[src/rtl/cmp_result_tracker.sv]
// rtl/cmp_result_tracker.sv - debounces comparator flags into a qualified result with raw sample counters.
// Optional macro CMP_ONEHOT_CHECK_EN: reject non-one-hot flag samples and pulse err.
module cmp_result_tracker #(
  parameter int STABLE_CNT = 3,
  parameter int CNT_W      = 8
) (
  input  logic             clk,
  input  logic             rst_n,
  input  logic             valid_in,
  input  logic             A_greater,
  input  logic             A_equal,
  input  logic             A_less,
  input  logic             clr,
  output logic [1:0]       result,
  output logic             result_valid,
  output logic             change_pulse,
  output logic [CNT_W-1:0] gt_count,
  output logic [CNT_W-1:0] eq_count,
  output logic [CNT_W-1:0] lt_count,
  output logic             err
);

  typedef enum logic [1:0] {IDLE, QUALIFY, STABLE} state_t;

  localparam logic [3:0]       RUN_TGT = 4'(STABLE_CNT);
  localparam logic [CNT_W-1:0] CNT_MAX = {CNT_W{1'b1}};

  state_t     state, state_nx;
  logic [1:0] cand, cand_nx;
  logic [3:0] run, run_nx;
  logic [1:0] result_nx;
  logic       result_valid_nx;
  logic       change_nx;
  logic [1:0] code;
  logic       malformed;
  logic       take;

  assign take = valid_in && !clr;

  always_comb begin
    malformed = 1'b0;
`ifdef CMP_ONEHOT_CHECK_EN
    malformed = !({A_greater, A_equal, A_less} == 3'b100 ||
                  {A_greater, A_equal, A_less} == 3'b010 ||
                  {A_greater, A_equal, A_less} == 3'b001);
`endif
    if (malformed)      code = 2'b00;
    else if (A_greater) code = 2'b11;
    else if (A_equal)   code = 2'b10;
    else if (A_less)    code = 2'b01;
    else                code = 2'b00;
  end

  always_comb begin
    state_nx        = state;
    cand_nx         = cand;
    run_nx          = run;
    result_nx       = result;
    result_valid_nx = result_valid;
    change_nx       = 1'b0;
    if (clr) begin
      state_nx        = IDLE;
      cand_nx         = 2'b00;
      run_nx          = 4'd0;
      result_nx       = 2'b00;
      result_valid_nx = 1'b0;
    end else if (valid_in) begin
      case (state)
        IDLE: begin
          if (code != 2'b00) begin
            state_nx = QUALIFY;
            cand_nx  = code;
            run_nx   = 4'd1;
          end
        end
        QUALIFY: begin
          if (code == cand) begin
            run_nx = run + 4'd1;
            if (run + 4'd1 == RUN_TGT) begin
              state_nx        = STABLE;
              result_nx       = cand;
              result_valid_nx = 1'b1;
              // result is 00 after reset/clr, so the first qualification always differs
              change_nx       = (cand != result);
            end
          end else if (code != 2'b00) begin
            cand_nx = code;
            run_nx  = 4'd1;
          end else begin
            state_nx = IDLE;
            run_nx   = 4'd0;
          end
        end
        STABLE: begin
          if (code != 2'b00 && code != result) begin
            state_nx = QUALIFY;
            cand_nx  = code;
            run_nx   = 4'd1;
          end
        end
        default: state_nx = IDLE;
      endcase
    end
  end

  always_ff @(posedge clk or negedge rst_n) begin
    if (!rst_n) begin
      state        <= IDLE;
      cand         <= 2'b00;
      run          <= 4'd0;
      result       <= 2'b00;
      result_valid <= 1'b0;
      change_pulse <= 1'b0;
    end else begin
      state        <= state_nx;
      cand         <= cand_nx;
      run          <= run_nx;
      result       <= result_nx;
      result_valid <= result_valid_nx;
      change_pulse <= change_nx;
    end
  end

  always_ff @(posedge clk or negedge rst_n) begin
    if (!rst_n) begin
      gt_count <= '0;
      eq_count <= '0;
      lt_count <= '0;
    end else if (clr) begin
      gt_count <= '0;
      eq_count <= '0;
      lt_count <= '0;
    end else if (take) begin
      if (code == 2'b11 && gt_count != CNT_MAX) gt_count <= gt_count + 1'b1;
      if (code == 2'b10 && eq_count != CNT_MAX) eq_count <= eq_count + 1'b1;
      if (code == 2'b01 && lt_count != CNT_MAX) lt_count <= lt_count + 1'b1;
    end
  end

`ifdef CMP_ONEHOT_CHECK_EN
  always_ff @(posedge clk or negedge rst_n) begin
    if (!rst_n) err <= 1'b0;
    else        err <= take && malformed;
  end
`else
  assign err = 1'b0;
`endif

endmodule

[config.mk]
export PLATFORM = sky130hd
export DESIGN_NAME = cmp_result_tracker
export DESIGN_NICKNAME = d
export VERILOG_FILES = /design/src/rtl/cmp_result_tracker.sv
export SDC_FILE = /design/constraint.sdc
export NUM_CORES = 1
export LEC_CHECK = 0
export BUFFER_PORTS_ARGS = -buffer_cell sky130_fd_sc_hd__buf_4
export CAP_MARGIN = 20
export CORE_ASPECT_RATIO = 0.7
export CORE_MARGIN = 2
export CORE_UTILIZATION = 49
export DETAILED_ROUTE_END_ITERATION = 12
export GPL_ROUTABILITY_DRIVEN = 0
export GPL_TIMING_DRIVEN = 0
export HOLD_SLACK_MARGIN = 0.1
export PLACE_DENSITY = 0.71
export SLEW_MARGIN = 20
export SYNTH_ARGS = -nofsm -noshare
export SYNTH_HDL_FRONTEND = slang
export SYNTH_SLANG_ARGS = --single-unit
[constraint.sdc]
create_clock -name clk -period 3.52 [get_ports clk]
set_input_delay 0.176 -clock clk [delete_from_list [all_inputs] [get_ports clk]]
set_output_delay 0.176 -clock clk [all_outputs]
set_load 0.02 [all_outputs]
# Word level (Yosys, flattened, before mapping)
# Cells that the tools add are included.
# word_totals
input_bits,7
regBits,36
output_inout_bits,29
word_cells,102
# classes
eq_ne,17
n_mux,48
n_addsub,4
reduce_logical,24
# op_table
cell,n
8-bit two-way mux,9
2-bit two-way mux,19
8-bit by 1-bit adder with 8-bit output (second input constant),3
8-bit != test (second input constant),3
4-bit two-way mux,5
2-bit nonzero test,9
1-bit two-way mux,12
2-bit case mux with 3 select lines,2
4-bit case mux with 3 select lines,1
4-bit AND reduction,3
3-bit != test (second input constant),3
4-bit != test (second input constant),2
2-bit == test (second input constant),3
2-bit AND reduction,3
1-bit logical AND,5
5-bit AND reduction,1
4-bit by 1-bit adder with 4-bit output (second input constant),1
2-bit by 1-bit == test with 1-bit output (second input constant),2
4-bit by 2-bit == test with 1-bit output (second input constant),1
2-bit != test,2
4-bit nonzero test,1
2-bit == test,1
2-bit logical NOT,1
1-bit logical NOT,1

# Logic depth before layout (Yosys ltp)
# Gate-level depths: netlist (run 1).
# depth
word_depth,9
depth_mapped,7
mapped_depth_nobuf,7

# Least setup slack after synthesis (run 1)
# OpenSTA, ideal clock, no wires.
# synth_timing
path_type,register -> register
from,register run[0]
to,register result[1]
arrival_ps,1728
stages_incl_launch_ff,7
t_required_ps,3441
synth_period_minus_slack_ps,1807
setup_ps,79
slack_ps,1713
n_path_buf,0
cell_sequence,dfrtp_1 ha_1 or4b_1 o31ai_1 and2_1 and2_1 mux2i_1
# synth_via
elab_chain_len,4
# synth_rtl
element,line_no,rtl
start: declaration,30,"logic [3:0] run, run_nx;"
start signal: assignment,117,run <= run_nx;
4-bit by 1-bit adder with 4-bit output,79,if (run + 4'd1 == RUN_TGT) begin
4-bit by 2-bit == test with 1-bit output,79,
2-bit nonzero test (no source line),n/a,
4-bit AND reduction (no source line),n/a,
end signal: assignment,118,result <= result_nx;
end: declaration,14,"output logic [1:0] result,"
# No other way between the ends.
# A chain may end at the register's enable or synchronous reset.

# Final worst setup path (run 1)
# Ends and elaborated chain as after synthesis.

==> results of run 1 <==
## state kept, by name, indices dropped and copies added (netlist names)
name / flops
cand: 2
change_pulse: 1
eq_count: 8
gt_count: 8
lt_count: 8
result: 2
result_valid: 1
run: 4
state: 2
## Yosys cell counts (all sizes together) (5+ instances only)
master	count
o31ai	5
inv	10
a21oi	7
nand2	17
nor2	29
xnor2	14
nand3	12
xor2	7
nor3	8
o21ai	7
dfrtp	36
ha	5
## power groups by stage
stage	Combinational, uW	Clock, uW	Sequential (uW)
after floorplan	107	0	464
after global placement	151	0	467
after detailed placement	152	0	468
after CTS	154	405	460
after global routing	173	427	464
final	154	397	460
## through the flow
stage                     utilization, %  power [uW]  worst slack (ns)
after floorplan                        -         572              1.71
after global placement              59.4         619              1.52
after detailed placement            59.4         619              1.51
after CTS                           62.8        1020              1.50
after global routing                62.8        1060              1.35
final                               62.8        1010              1.50
## cells by family (layout without fill, tap and decap cells)
logic type               Yosys count  in the layout  synth area share (%)
buffers and inverters             16             57                  3.53
other                              1              1                 0.183
AO/OA/AOI/OAI                     41             41                  14.4
XOR/XNOR                          21             21                  8.96
multiplexers                       4              4                  1.95
flip-flops                        36             36                  43.9
adder cells (fa/ha/maj)            5              5                  3.05
AND/OR/NAND/NOR                   96             96                  24.1
## worst min-delay path, delay by kind of cell
kind | cells | cell delay, ns
and+or+nand+nor | 1 | 0.13
buffers and inverters | 1 | 0.10
AOI/OAI and AO/OA | 1 | 0.07
## layout make-up
class                   count  share of cell area, %
plain buffers               6                   1.40
clock inverters             1                   1.20
well taps                  52                   2.61
repair buffers             33                   10.0
multi-input cells         168                   43.3
flip-flops and latches     36                   36.1
clock buffers               7                   3.86
inverters                  10                   1.50
## path summary, 6_finish.rpt
| kind | start | slack (ns) | to | cells past startpoint |
|---|---|---|---|---|
| hold / removal | clr | 0.24 | cand[0]$_DFFE_PN0P_ | 3 |
| hold reg to reg | state[0]$_DFFE_PN0P_ | 0.55 | state[0]$_DFFE_PN0P_ | 1 |
| setup / recovery | run[0]$_DFFE_PN0P_ | 1.50 | result[1]$_DFFE_PN0P_ | 6 |
| max in group asynchronous | rst_n | 2.80 | lt_count[3]$_DFFE_PN0P_ | 2 |
| min in group asynchronous | rst_n | 0.39 | gt_count[0]$_DFFE_PN0P_ | 2 |
| setup reg to reg | run[0]$_DFFE_PN0P_ | 1.50 | result[1]$_DFFE_PN0P_ | 6 |
## routing by layer
layer,vias to the layer above,track usage [%],part of all wire (%)
li1,866,-,-
met1,861,33.1,49
met2,43,32.4,44
met3,8,4.67,4.9
met4,0,7.51,1.4
met5,-,0,0
==> out/metrics.csv, run 1 <==
metric;value;unit
synth_seq_cells;36;
slowest_stage;or4b_1;
synth_cell_types;53;
synth_area_leaders;dfrtp_1 (44%), xnor2_1 (6.0%), nor2_1 (5.3%), nand2_1 (3.1%), ha_1 (3.0%);
rsz0062_at_grt;false;
final.fill_count;364;
grt_start_max_net_pins;37;
setup_tns;0;ns
avgSynthCellArea;9.33;um^2
grt_usage;22.3;%
cp_max_fo;6;
power.switching;268;uW
place_hpwl;3390;um
synthesis.nets;232;
period_share;57.3;%
yosys.area.top_type;dfrtp_1;
cp.required;3.73;ns
crit_path_end_kind;flip-flop;
intPower;743;uW
fin_nets;272;
cts.path.max_buffers;2;
final_common_cell;dfrtp_1;
hold_slack;0.239;ns
seqCellArea;901;um^2
grt_pass1_wl;8090;um
ir_worst_vdd;0.000277;V
die_area;4730;um^2
critical-path-max-stage-delay;0.52;ns
critPathKind;flip-flop to flip-flop;
cts_resized;0;
cts_setup_buffers;0;
pwr-share-clk;39.3;%
critPathArrivalTime;2.23;ns
die_h;58.2;um
setup_viol;0;
grt-ovfl-total;0;
drtIter0Drc;118;
ant_nets;0;
yosysWarnings;0;
slew_headroom;49.6;%
synthToLayoutAreaGrowth;21.5;%
max_freq;495;MHz
synth.yosys.seq_area_share;43.9;%
wirelength;4590;um
cp_cell_sequence;ha_1, or4b_1, o31ai_1, and2_1, and2_1, mux2i_1;
rows;19;
cts_made_buffers;5;
io_pins;36;
port-buffer-count;32;
grt_pass1_vias;1734;
final_cell_mix;dfrtp_1 (36), buf_4 (33), nor2_1 (29);
hold_class;input port to flip-flop;
vias_per_cell;5.68;
antenna_found_initial;0;
core;3970;um^2
placed_area;2360;um^2
crit_path_start_kind;flip-flop;
netlist_instances;220;
drc;0;
crit_buf_inv;0;
cts_root_buf;clkbuf_8;
syn_area;2050;um^2
n_antenna_cell;0;
clk_pin_slew_worst_paths;0.07;ns
drtPass1Iterations;4;
wl_per_cell;14.7;um
finClkSkew;0.00643;ns
route.vias.total;1778;
clk_latency;0.28;ns
tightest_slew;0.755;ns
drv_slew;0;
async_flop_share;100;%
synth_edf_count;0;
design_area;2490;um^2
final-hold-violation-count;0;
htreeDepth;2;
switching_share;26.5;%
clkSinkCount;36;
cap_violations;0;
crit_top_cell;and2_1;
fin_cells;313;
synth-main-ff-cell;dfrtp_1;
p_leak;0.00112;uW
outcome;completed;
comb_power_share;15.2;%
critPathTopFamily;simple AND/OR/NAND/NOR gates;
cts_tree;done;
dp_cells;304;
drive_gt1_share;19.2;%
powerDensity;405;nW/um^2
die_x;81.4;um
p_seq_share;45.5;%
synth_top_area_share;43.9;%
initial_utilization;51.7;%
period_needed;2.02;ns
cts_hold_buf;1;
multiInputGateArea;1080;um^2
Note: power is estimated with default switching activity, not from simulation.
==> run 2, diff against run 1 <==
- PLACE_DENSITY: 0.71 -> 0.74
- clock period: 3.52 -> 1.7 ns (I/O delays scaled with it)
==> run 2 against run 1 <==
Net effect:
- the flow now finishes with violations (negative setup slack)
- first-iteration DRC count decreased by 30%
- hold slack got worse by 0.091 ns
- maximum frequency increased by 10%
- via count increased by 5.7%
- register-to-register slack got worse by 1.6 ns
- non-clock buffer count increased by 17
- power increased by 110%
- largest power group unchanged
==> out/metrics.csv, run 2 (synthesis gave the netlist of run 1 again) <==
metric;value;unit
outcome;complete, but fails checks;
violations;negative setup slack;
switching_share;31.3;%
grt_pass1_vias;1712;
io_pins;36;
clk_pin_slew_worst_paths;0.07;ns
pwr-share-clk;30.1;%
ir_worst_vdd;0.000869;V
setup_slack;-0.131;ns
crit_buf_inv;1;
n_antenna_cell;0;
die_area;4730;um^2
rsz0062_at_grt;true;
m1WireLength;2480;um
clkSinkCount;36;
antenna_found_initial;0;
critical-path-max-stage-delay;0.48;ns
final.fill_count;279;
port-buffer-count;32;
drv_slew;0;
cts_made_buffers;5;
synthToLayoutAreaGrowth;37.2;%
place_hpwl;3170;um
power.switching;672;uW
final_common_cell;buf_4;
route.vias.total;1880;
placed_area;2370;um^2
crit_path_start_kind;flip-flop;
largestRegisters;eq_count (8), gt_count (8), lt_count (8);
powerDensity;762;nW/um^2
final_cell_mix;buf_4 (49), dfrtp_1 (32), nor2_1 (27);
period_share;108;%
hold_class;input port to flip-flop;
critPathKind;flip-flop to flip-flop;
grt-ovfl-total;0;
wirelength;5220;um
ant_nets;0;
grt_pass1_wl;8430;um
cap_violations;0;
cp.depth;7;
core;3970;um^2
crit_top_cell;and2_4;
cp_cell_sequence;inv_2, ha_4, or4b_4, o31ai_4, and2_4, and2_4, mux2i_1;
p_leak;0.00123;uW
htreeDepth;2;
cts_tree;done;
drive_gt1_share;35.6;%
die_h;58.2;um
intPower;1470;uW
final-hold-violation-count;0;
drtPass1Iterations;4;
hold_depth;3;
grt_usage;23.2;%
rr_worst_depth;7;
p_seq_share;44.5;%
critPathTopFamily;simple AND/OR/NAND/NOR gates;
grt_start_max_net_pins;37;
fin_nets;289;
critPathArrivalTime;2.04;ns
slew_headroom;64.0;%
die_x;81.4;um
period_needed;1.83;ns
design_area;2820;um^2
vias_per_cell;5.70;
initial_utilization;51.7;%
setup_tns;-0.550;ns
cp_max_fo;4;
routed-wl-met3;284;um
rows;19;
setup_viol;9;
clk_latency;0.29;ns
routed.top_layer;met4;
cp.required;1.91;ns
cts_root_buf;clkbuf_8;
slowest_stage;or4b_4;
crit_path_end_kind;flip-flop;
finClkSkew;0.00244;ns
cts.path.max_buffers;2;
comb_power_share;25.5;%
drtIter0Drc;83;
wl_met2;2380;um
tightest_slew;0.540;ns
max_freq;546;MHz
wl_per_cell;15.8;um
drc;0;
==> run 2: what timing repair did <==
action / 4_1_cts / 5_1_grt
gates resized for setup: 18 / 23
endpoints found under the setup margin: 8 / 27
buffers inserted: 18 / 2
pin swaps: 7 / 4
endpoints found under the hold margin: 36 / 0
hold buffers: 1 / 0
==> run 2: through the flow <==
stage | total power (uW) | std cells | worst slack, ns | utilization [%] | hold slack, ns
2_1_floorplan | 1190 | 220 | -0.0209 | - | -0.211
3_3_place_gp | 1280 | 304 | -0.203 | 59.7 | 0.0659
3_5_place_dp | 1280 | 304 | -0.202 | 59.7 | 0.0704
4_1_cts | 2080 | 331 | -0.0989 | 67.9 | 0.133
5_1_grt | 2240 | 330 | -0.216 | 71.0 | 0.160
6_report | 2150 | 330 | -0.131 | 71.0 | 0.148
==> run 2: area by class of cell <==
cell class	count	area, um^2	area share, %
Tap cell	52	65.1	2.31
Multi-Input combinational cell	168	1300	46.1
Clock buffer	7	86.3	3.06
Timing Repair Buffer	50	382	13.5
Clock inverter	1	7.51	0.266
Buffer	6	35.0	1.24
Sequential cell	36	906	32.1
Inverter	10	37.5	1.33
==> run 2: path summary, 6_finish.rpt <==
| path | startpoint | to | slack [ns] |
|---|---|---|---|
| worst max-delay path | run[0]$_DFFE_PN0P_ | result[1]$_DFFE_PN0P_ | -0.13 |
| worst max register to register | run[0]$_DFFE_PN0P_ | result[1]$_DFFE_PN0P_ | -0.13 |
| min in group asynchronous | rst_n | gt_count[7]$_DFFE_PN0P_ | 0.29 |
| max in group asynchronous | rst_n | result[0]$_DFFE_PN0P_ | 1.06 |
| worst min register to register | result_valid$_DFFE_PN0P_ | result_valid$_DFFE_PN0P_ | 0.54 |
| worst min-delay path | clr | cand[0]$_DFFE_PN0P_ | 0.15 |
==> run 2: per-layer routing <==
layer	track usage, %	up-vias
met3	6.07	11
met2	34.7	56
li1	-	900
met5	0	-
met1	33.5	913
met4	6.05	0
==> run 2: worst register-to-register path, cell delays in order, from the launching register on <==
cell and delay [ns]:
dfrtp_2 0.46, inv_2 0.09, ha_4 0.13, or4b_4 0.48, o31ai_4 0.09, and2_4 0.20, and2_4 0.14, mux2i_1 0.17
==> run 2: power groups by stage <==
stage               clock, uW  combinational, uW  sequential, uW
finish                    645                547             954
global route              695                583             960
CTS                       662                475             945
detailed placement          0                315             968
global placement            0                312             966
floorplan                   0                224             962
==> run 3, diff against run 2 <==
- CTS_CLUSTER_SIZE: not set -> 14
- PLACE_DENSITY: 0.74 -> 0.81
==> run 3 against run 2 <==
Net effect:
- the flow still finishes with violations (negative setup slack)
- power fell by 4.6%
- clock power fell by 3.6%
- worst setup slack improved by 0.012 ns
- via count rose by 2.9%
- first-iteration DRC count rose by 17%
- critical path type unchanged
==> out/metrics.csv, run 3 (synthesis gave the netlist of run 1 again) <==
metric;value;unit
outcome;complete, but fails checks;
violations;negative setup slack;
worst_hold_startpoint;A_greater;
final_common_cell;buf_4;
route.vias.total;1935;
critPathKind;flip-flop to flip-flop;
wirelength;5320;um
synthToLayoutAreaGrowth;32.7;%
holdPathEnd;cand[0]$_DFFE_PN0P_;
place_hpwl;3260;um
clkSinkCount;36;
io_pins;36;
wl_per_cell;16.5;um
drtPass1Iterations;4;
rsz0062_at_grt;true;
die_x;81.4;um
grt_pass1_wl;8320;um
drtIter0Drc;97;
final-hold-violation-count;0;
cts_made_buffers;5;
grt_start_max_net_pins;37;
cap_violations;0;
die_area;4730;um^2
drv_slew;0;
max_freq;550;MHz
p_leak;0.00117;uW
htreeDepth;2;
powerDensity;752;nW/um^2
period_needed;1.82;ns
period_share;107;%
drive_gt1_share;32.8;%
clk_pin_slew_worst_paths;0.07;ns
cts_root_buf;clkbuf_8;
fin_cells;323;
ir_worst_vdd;0.000470;V
vias_per_cell;5.99;
rr_endpoint;result[1]$_DFFE_PN0P_;
grt_usage;23.2;%
cp_max_fo;4;
core;3970;um^2
drc;0;
ant_nets;0;
crit_path_end_kind;flip-flop;
grt-ovfl-total;0;
reg2reg_from;run[0]$_DFFE_PN0P_;
n_antenna_cell;0;
finClkSkew;0.00755;ns
die_h;58.2;um
dp_cells;304;
cts.path.max_buffers;2;
setup_viol;7;
critPathArrivalTime;2.05;ns
rr_worst_depth;7;
final_cell_mix;buf_4 (41), dfrtp_1 (31), nor2_1 (27);
hold_class;input port to flip-flop;
setup.reg_to_reg.worst_slack;-0.12;ns
antenna_found_initial;0;
largestRegisters;eq_count (8), gt_count (8), lt_count (8);
crit_path_start_kind;flip-flop;
post-place-ws;-0.223;ns
initial_utilization;51.7;%
cp.required;1.93;ns
hold_depth;3;
port-buffer-count;32;
rows;19;
cts_tree;done;
fin_nets;282;
tightest_slew;0.501;ns
setup_slack;-0.120;ns
clk_latency;0.30;ns
grt_pass1_vias;1773;
slew_headroom;66.6;%
-- run 3: cell types whose count changed in the layout (fill, tap and decap cells not counted), moves of 2 or more --
cell      previous run  this run
buf_4               49        41
nor3_2               4         2
nor3_1               4         6
clkinv_2             0         2
-- run 3: critical path, stage by stage, from the launching register on --
cell and delay, ns:
dfrtp_2 0.45, inv_2 0.10, ha_4 0.13, or4b_4 0.47, o31ai_4 0.09, and2_4 0.20
and2_4 0.14, mux2i_1 0.17
-- run 3: stage by stage --
stage / TNS, ns / utilization [%] / power [uW] / area [um^2] / hold WS (ns)
final: -0.475 / 68.6 / 2050 / 2730 / 0.131
after global routing: -0.895 / 68.6 / 2130 / 2730 / 0.136
after CTS: -0.372 / 66.0 / 1980 / 2620 / 0.127
after detailed placement: -0.974 / 59.7 / 1280 / 2370 / 0.0720
after global placement: -0.798 / 59.7 / 1280 / 2370 / 0.0711
after floorplan: -0.0342 / - / 1190 / 2070 / -0.211
-- run 3: area by class of cell --
cell class	instances	area, um^2
multi-input combinational	169	1270
fill	319	1240
sequential	36	907
timing repair buffer	42	322
clock buffer	5	68.8
tap	52	65.1
inverter	10	37.5
buffer	6	35.0
clock inverter	3	18.8
-- run 3: routing by layer --
metal | part of all wire [%] | GRT usage (%)
met4 | 2.5 | 8.96
met2 | 45 | 35.5
met5 | 0 | 0
met1 | 45 | 32.3
met3 | 7.2 | 5.14
-- run 3: how the worst max path moves through the flow --
stage	from	endpoint	slack, ns	cells past startpoint
2_1_floorplan	run[0]$_DFFE_PN0P_	result[1]$_DFFE_PN0P_	-0.02	7
3_3_place_gp	run[0]$_DFFE_PN0P_	result[1]$_DFFE_PN0P_	-0.19	7
3_5_place_dp	run[0]$_DFFE_PN0P_	result[1]$_DFFE_PN0P_	-0.22	7
4_1_cts	run[1]$_DFFE_PN0P_	result[1]$_DFFE_PN0P_	-0.09	6
5_1_grt	run[0]$_DFFE_PN0P_	result[1]$_DFFE_PN0P_	-0.17	7
6_report	run[0]$_DFFE_PN0P_	result[1]$_DFFE_PN0P_	-0.12	7
-- run 3: repair_timing --
action                                 CTS  global route
cloned                                   0             1
setup endpoints to repair                9            23
hold buffers                             1             0
pin swaps                                6             5
buffers inserted                         8             1
endpoints found under the hold margin   36             0
resized for setup                       18            16
-- run 3: report_power, final --
part	leakage (uW)	switching (uW)	internal [uW]	total, uW
logic	0.000637	265	205	470
registers	0.000488	61.9	895	957
clock network	0.0000479	336	285	622
total	0.00117	663	1390	2050
